==> config.mk <==
export PLATFORM = sky130hd
export DESIGN_NAME = deck_dealer_ctrl
export DESIGN_NICKNAME = d
export VERILOG_FILES = /design/src/rtl/deck_dealer_ctrl.sv
export SDC_FILE = /design/constraint.sdc
export NUM_CORES = 1
export LEC_CHECK = 0
export ABC_CLOCK_PERIOD_IN_PS = 2210
export BUFFER_PORTS_ARGS = -buffer_cell sky130_fd_sc_hd__buf_2
export CELL_PAD_IN_SITES_DETAIL_PLACEMENT = 1
export CELL_PAD_IN_SITES_GLOBAL_PLACEMENT = 1
export CORE_UTILIZATION = 43
export CTS_BUF_LIST = sky130_fd_sc_hd__clkbuf_8
export DETAILED_ROUTE_END_ITERATION = 7
export PLACE_DENSITY = 0.83
export SYNTH_ARGS = -nofsm -noshare
export SYNTH_HDL_FRONTEND = slang
export SYNTH_SLANG_ARGS = --single-unit
==> constraint.sdc <==
create_clock -name clk -period 2.21 [get_ports clk]
set_input_delay 0.1105 -clock clk [delete_from_list [all_inputs] [get_ports clk]]
set_output_delay 0.1105 -clock clk [all_outputs]
set_load 0.01 [all_outputs]
==> src/rtl/deck_dealer_ctrl.sv <==
// Card-deck controller: Fisher-Yates shuffle of an external 52x4 RAM driven by a 6-bit LFSR,
// then round-robin dealing of one card per two cycles to a player and a dealer.
module deck_dealer_ctrl #(
  parameter logic [5:0] SEED = 6'h2D
) (
  input  logic       clk,
  input  logic       rst,
  input  logic       shuffle_start,
  input  logic [1:0] deal_req,
  output logic [1:0] deal_gnt,
  output logic [3:0] card_out,
  output logic       card_valid,
  output logic       busy,
  output logic       deck_empty,
  output logic [5:0] cards_left,
  output logic       ram_wr_en,
  output logic [5:0] ram_addr,
  output logic [3:0] ram_din,
  input  logic [3:0] ram_dout
);

  localparam logic [5:0] SEED_EFF = (SEED == 6'd0) ? 6'd1 : SEED;
  localparam logic [5:0] DECK     = 6'd52;
  localparam logic [5:0] LAST     = 6'd51;

  localparam logic [2:0] IDLE  = 3'd0;
  localparam logic [2:0] PICK  = 3'd1;
  localparam logic [2:0] RDI   = 3'd2;
  localparam logic [2:0] RDJ   = 3'd3;
  localparam logic [2:0] WRI   = 3'd4;
  localparam logic [2:0] WRJ   = 3'd5;
  localparam logic [2:0] READY = 3'd6;
  localparam logic [2:0] DEAL  = 3'd7;

  logic [2:0] state;
  logic [5:0] lfsr, i, j, ptr;
  logic [3:0] tmp_i;
  logic       prio;     // 0: player wins a tie, 1: dealer wins a tie
  logic [1:0] gnt;
  logic [5:0] pick_j;
  logic       can_deal;
  logic [1:0] gnt_nxt;

  assign pick_j   = lfsr - 6'd1;
  // A shuffle request in READY outranks any pending deal.
  assign can_deal = (state == READY) && (ptr < DECK) && (|deal_req) && !shuffle_start;

  always_comb begin
    gnt_nxt = deal_req;
    if (&deal_req) gnt_nxt = prio ? 2'b10 : 2'b01;
  end

  always_ff @(posedge clk) begin
    if (rst) begin
      state <= IDLE;
      lfsr  <= SEED_EFF;
      ptr   <= DECK;
      i     <= LAST;
      j     <= 6'd0;
      tmp_i <= 4'd0;
      prio  <= 1'b0;
      gnt   <= 2'b00;
    end else begin
      lfsr <= {lfsr[4:0], lfsr[5] ^ lfsr[4]};
      case (state)
        IDLE, READY: begin
          if (shuffle_start) begin
            i     <= LAST;
            ptr   <= 6'd0;
            state <= PICK;
          end else if (can_deal) begin
            gnt   <= gnt_nxt;
            state <= DEAL;
          end
        end
        PICK: begin
          // Rejection sampling: retry on later LFSR values until j lands in 0..i.
          j <= pick_j;
          if (pick_j <= i) state <= RDI;
        end
        RDI: state <= RDJ;
        RDJ: begin
          tmp_i <= ram_dout;
          state <= WRI;
        end
        WRI: state <= WRJ;
        WRJ: begin
          if (i == 6'd1) state <= READY;
          else begin
            i     <= i - 6'd1;
            state <= PICK;
          end
        end
        DEAL: begin
          ptr   <= ptr + 6'd1;
          prio  <= gnt[0];
          gnt   <= 2'b00;
          state <= READY;
        end
        default: state <= IDLE;
      endcase
    end
  end

  // Outputs are forced to their reset values during rst so no RAM write can land in that cycle.
  always_comb begin
    deal_gnt   = 2'b00;
    card_out   = 4'd0;
    card_valid = 1'b0;
    busy       = 1'b0;
    deck_empty = 1'b1;
    cards_left = 6'd0;
    ram_wr_en  = 1'b0;
    ram_addr   = 6'd0;
    ram_din    = 4'd0;
    if (!rst) begin
      busy       = (state inside {PICK, RDI, RDJ, WRI, WRJ});
      deck_empty = (ptr == DECK);
      cards_left = DECK - ptr;
      case (state)
        RDI: ram_addr = i;
        RDJ: ram_addr = j;
        WRI: begin
          ram_wr_en = 1'b1;
          ram_addr  = i;
          ram_din   = ram_dout;
        end
        WRJ: begin
          ram_wr_en = 1'b1;
          ram_addr  = j;
          ram_din   = tmp_i;
        end
        READY: if (can_deal) ram_addr = ptr;
        DEAL: begin
          card_out   = ram_dout;
          card_valid = 1'b1;
          deal_gnt   = gnt;
        end
        default: ;
      endcase
    end
  end

endmodule
==> impl_metrics.ini, run 1 <==
[outcome]
status = completed

[clocking]
h-tree-depth = 2
cts.clk_slew.worst_paths_ns = 0.07
cts_buffer_depth = 2
clk_latency_ns = 0.29
cts_tree = done
cts-root-buf = clkbuf_8
cts.sinks = 34
holdBufCountCts = 0
cts_buffers = 5

[routing]
num_vias = 1964
drc_errors = 0
viasPerCell = 5.32
wl_per_cell_um = 14.8
ant_nets = 0
wirelength_mm = 5.45
dr.first_iter.drc_count = 61
first_pass_iters = 4

[timing]
setup_viol = 0
worst_slew_pin_slew_ns = 0.765
fmax_ghz = 0.493
whs_ns = 0.0786
finalCritPeriodShare = 0.917
maxSlewViolCount = 0
setup_slack_ns = 0.183
fin_skew_ns = 0.00348
relSlewSlack = 0.490
min_period_ns = 2.03
finalHoldViolations = 0
setup-tns-final_ns = 0

[worst_setup_path]
worstPathCellList = nor3_2 -> nand2_1 -> xnor2_1 -> ha_1 -> nand4_1 -> o21ai_2 -> a31oi_2 -> a22oi_1 -> a211oi_1
crit_path_max_fanout = 3
criticalPathCategory = register to register
required_ns = 2.41
slowest_delay_ns = 0.34
end_kind = register
crit_slowest_cell = dfxtp_1
cp.arrival_ns = 2.23
rrSetupSlack_ns = 0.18
crit_path_start_kind = register

[floorplan]
die_w_um = 73.3
fp.dieArea_um2 = 5370
core_area_um2 = 4820
pin_count = 35
initial_core_util = 0.453
rows = 25
dieHeight_um = 73.3

[logic_synthesis]
synth.area.top_cells = dfxtp_1 31%, nor2_1 6.5%, ha_1 6.3%
yosysWarnings = 0
synth_most_common_cell = nor2_1
yosysTopAreaCell = dfxtp_1
synth.distinct_cells = 52
syn-mean-instance-area_um2 = 8.06
synth_nets = 291
synthFlopType = dfxtp_1
synth_common_cells = 38 x nor2_1, 34 x dfxtp_1, 22 x nand2_1
ys_ff_latch = 34
synth-seq-area-share = 0.312
synth_top_area_frac = 0.312
ys_async_sr_fraction = 0
synth_edf_count = 0
synthCells = 271
synth_area_um2 = 2180

[grt]
grt_remaining_overflow = 0
grt_pass1_wl_mm = 9.11
antenna_found_initial = 0
track_usage = 0.224
grt_start_max_net_pins = 45
first_global_vias = 1903

[finish]
diodes = 0
layout.nets = 321
drive_gt1_frac = 0.212
fin_cells = 369
area_growth_pct = 15.0
stdcell_area_um2 = 2510

[placement]
place_congestion = 0.837
io_buffers = 34
dp.cells = 361
place_area_um2 = 2390
dp_slack_ns = 0.141
hpwl_mm = 4.00

[power_and_ir_drop]
vdd_ir_drop_max_v = 0.000422
p_per_area_nw_per_um2 = 784
power_leakage_nw = 1.11

[hold_path]
min_path_type = primary input to register

[run]
maxCapViolCount = 0
[final timing paths]
check        cells after the start       end   startpoint
max                              9  state[0]      lfsr[1]
min                              3  tmp_i[0]  ram_dout[0]
max reg2reg                      9  state[0]      lfsr[1]
min reg2reg                      1      j[0]      lfsr[0]
[critical path, delay by kind of cell, from the launching register on]
family	cells	cell delay, ns
and+or+nand+nor	3	0.48
AOI/OAI and AO/OA	4	0.58
xor gates and xnor gates	1	0.22
adders and majority gates	1	0.31
DFF	1	0.34
[cell families after synthesis]
kind of cell	Yosys count	synth area share
multiplexers	13	0.0596
adder cells (fa/ha/maj)	11	0.0630
XOR/XNOR	13	0.0556
AND/OR/NAND/NOR	116	0.272
buffers and inverters	30	0.0579
flip-flops	34	0.312
AO/OA/AOI/OAI	54	0.181
[layout make-up]
class / count / area (um2)
sequential: 34 / 683
timing repair buffer: 37 / 193
fill: 647 / 2310
tap: 67 / 83.8
clock buffer: 8 / 110
multi-input combinational: 207 / 1380
inverter: 16 / 60.1
[per-stage QoR]
stage	total power, mW	utilization
final	1.97	0.521
after detailed placement	1.44	0.497
after global placement	1.42	0.497
after CTS	1.99	0.520
after global routing	2.09	0.521
after floorplan	1.28	-
[sequential cells by signal (all words and copies together) (netlist names)]
| register | cells |
|---|---|
| ptr | 6 |
| state | 3 |
| j | 6 |
| gnt | 2 |
| lfsr | 6 |
| i | 6 |
| prio | 1 |
| tmp_i | 4 |
[timing repair]
| item | 4_1_cts | 5_1_grt |
|---|---|---|
| gates cloned | 0 | 0 |
| pin swaps | 0 | 0 |
| endpoints found under the hold margin | 0 | 0 |
| setup endpoints to repair | 1 | 3 |
| buffers inserted | 0 | 0 |
| resized for setup | 1 | 2 |
[layout by cell type (no fill, tap or decap), drive strengths merged, types with 4 or more instances in the layout]
cell type	instances
inv	16
nor3	7
mux2i	13
ha	11
xor2	4
xnor2	9
clkbuf	8
nand2b	9
nor2b	4
nand2	22
nand3	4
dfxtp	34
and3	5
a211oi	6
or2	5
o21ai	16
a22oi	7
and2	7
buf	37
nor2	40
a21oi	9
[routing by layer]
layer	up-vias	wire, um	track usage
met1	936	2460	0.268
met4	0	143	0.100
li1	984	-	-
met3	14	124	0.0480
met2	30	2720	0.383
met5	-	0	0
[power by group]
group | switching, mW | internal [mW]
sequential | 0.106 | 0.686
combinational | 0.363 | 0.275
clock | 0.224 | 0.315
total | 0.693 | 1.28
Note: power is estimated with default switching activity, not from simulation.
==> run 2: changes to the inputs <==
Settings changed: GPL_TIMING_DRIVEN from default to 0.
==> impl_metrics.ini, run 2 (synthesis gave the netlist of run 1 again) <==
[finish]
final_cell_mix = 38 x nor2_1, 34 x buf_2, 32 x dfxtp_1
area_growth_pct = 16.9
diodes = 0
multi_input_area_um2 = 1420
ff_latch_area_um2 = 683
stdcell_area_um2 = 2550
final_util = 0.530
layout_commonest_cell = nor2_1
layout.nets = 331
fill_cells = 630
drive_gt1_frac = 0.212

[worst_setup_path]
criticalPathCategory = register to register
worstPathCellList = inv_1 -> ha_1 -> xor2_2 -> ha_1 -> nand2_1 -> o21bai_1 -> a31oi_2 -> a22oi_1 -> a211oi_1
crit_family = compound AO/OA/AOI/OAI gates
cp.arrival_ns = 2.34
crit_slowest_cell = dfxtp_2
crit_path_start_kind = register
crit_path_max_fanout = 4
worst_path_most_repeated_cell = ha_1
end_kind = register
path_buf_inv = 1
slowest_delay_ns = 0.38
required_ns = 2.41

[run]
maxCapViolCount = 0

[grt]
grt_remaining_overflow = 0
grt_start_max_net_pins = 11
antenna_found_initial = 0
first_global_vias = 2029
track_usage = 0.244
grt_pass1_wl_mm = 9.74

[placement]
io_buffers = 33
place_area_um2 = 2430
hpwl_mm = 4.47
place_congestion = 0.804
dp_slack_ns = 0.0316

[power_and_ir_drop]
netSwitchingFraction = 0.378
cell_internal_pwr_mw = 1.19
power.total_mw = 1.91
p_per_area_nw_per_um2 = 748
pwr-share-clk = 0.229
power.switching_mw = 0.721
power_leakage_nw = 1.12
vdd_ir_drop_max_v = 0.000335
seqPwrFrac = 0.393
pwr-share-comb = 0.378

[clocking]
clk_latency_ns = 0.29
cts_buffer_depth = 2
cts.clk_slew.worst_paths_ns = 0.07
cts_buffers = 5
cts_resized = 0
h-tree-depth = 2
cts-root-buf = clkbuf_8
holdBufCountCts = 0
cts_tree = done
postCtsSetupBuffers = 0
cts.sinks = 34

[timing]
fmax_ghz = 0.467
setup_slack_ns = 0.0696
finalCritPeriodShare = 0.969
worst_slew_pin_slew_ns = 0.613
rsz0062_at_grt = false
setup_viol = 0
finalHoldViolations = 0
fin_skew_ns = 0.00264
min_period_ns = 2.14
maxSlewViolCount = 0
setup-tns-final_ns = 0
relSlewSlack = 0.591

[routing]
wl_per_cell_um = 15.5
num_vias = 2022
first_pass_iters = 4
wirelength_mm = 5.85
drc_errors = 0
ant_nets = 0
dr.first_iter.drc_count = 45
viasPerCell = 5.35

[floorplan]
fp.dieArea_um2 = 5370
initial_core_util = 0.453
rows = 25
core_area_um2 = 4820
pin_count = 35
dieHeight_um = 73.3
die_w_um = 73.3

[outcome]
status = completed

[hold_path]
min_path_type = primary input to register
-- run 2: stage by stage --
stage / hold WS [ns] / cells
2_1_floorplan: 0.254 / 271
3_3_place_gp: 0.370 / 371
3_5_place_dp: 0.378 / 371
4_1_cts: 0.0730 / 378
5_1_grt: 0.0868 / 378
6_report: 0.0758 / 378
-- run 2: final cells by class --
cell class,count,share of cell area
Multi-Input combinational cell,207,0.554
Sequential cell,34,0.268
Timing Repair Buffer,33,0.0647
Tap cell,67,0.0328
Clock buffer,5,0.0270
Buffer,14,0.0270
Inverter,16,0.0235
Clock inverter,2,0.00294
-- run 2: metal layers --
metal / track usage / part of all wire
met1: 0.290 / 0.46
met2: 0.428 / 0.50
met3: 0.0508 / 0.020
met4: 0.0980 / 0.022
met5: 0 / 0
-- run 2: worst min-delay path: stages --
cell     delay [ns]
buf_2          0.09
mux2i_1        0.06
nor2_1         0.07
-- run 2: power by group through the flow --
stage | registers [mW] | clock network, mW | logic [mW]
floorplan | 0.741 | 0 | 0.541
global placement | 0.755 | 0 | 0.687
detailed placement | 0.758 | 0 | 0.706
CTS | 0.744 | 0.449 | 0.711
global route | 0.756 | 0.485 | 0.803
finish | 0.749 | 0.438 | 0.721
-- run 2: worst paths after layout --
check	startpoint	endpoint	slack [ns]	depth (start not counted)
worst max-delay path	lfsr[0]	state[0]	0.07	9
worst min-delay path	ram_dout[0]	tmp_i[0]	0.08	3
worst max register to register	lfsr[0]	state[0]	0.07	9
worst min register to register	gnt[1]	gnt[1]	0.48	2
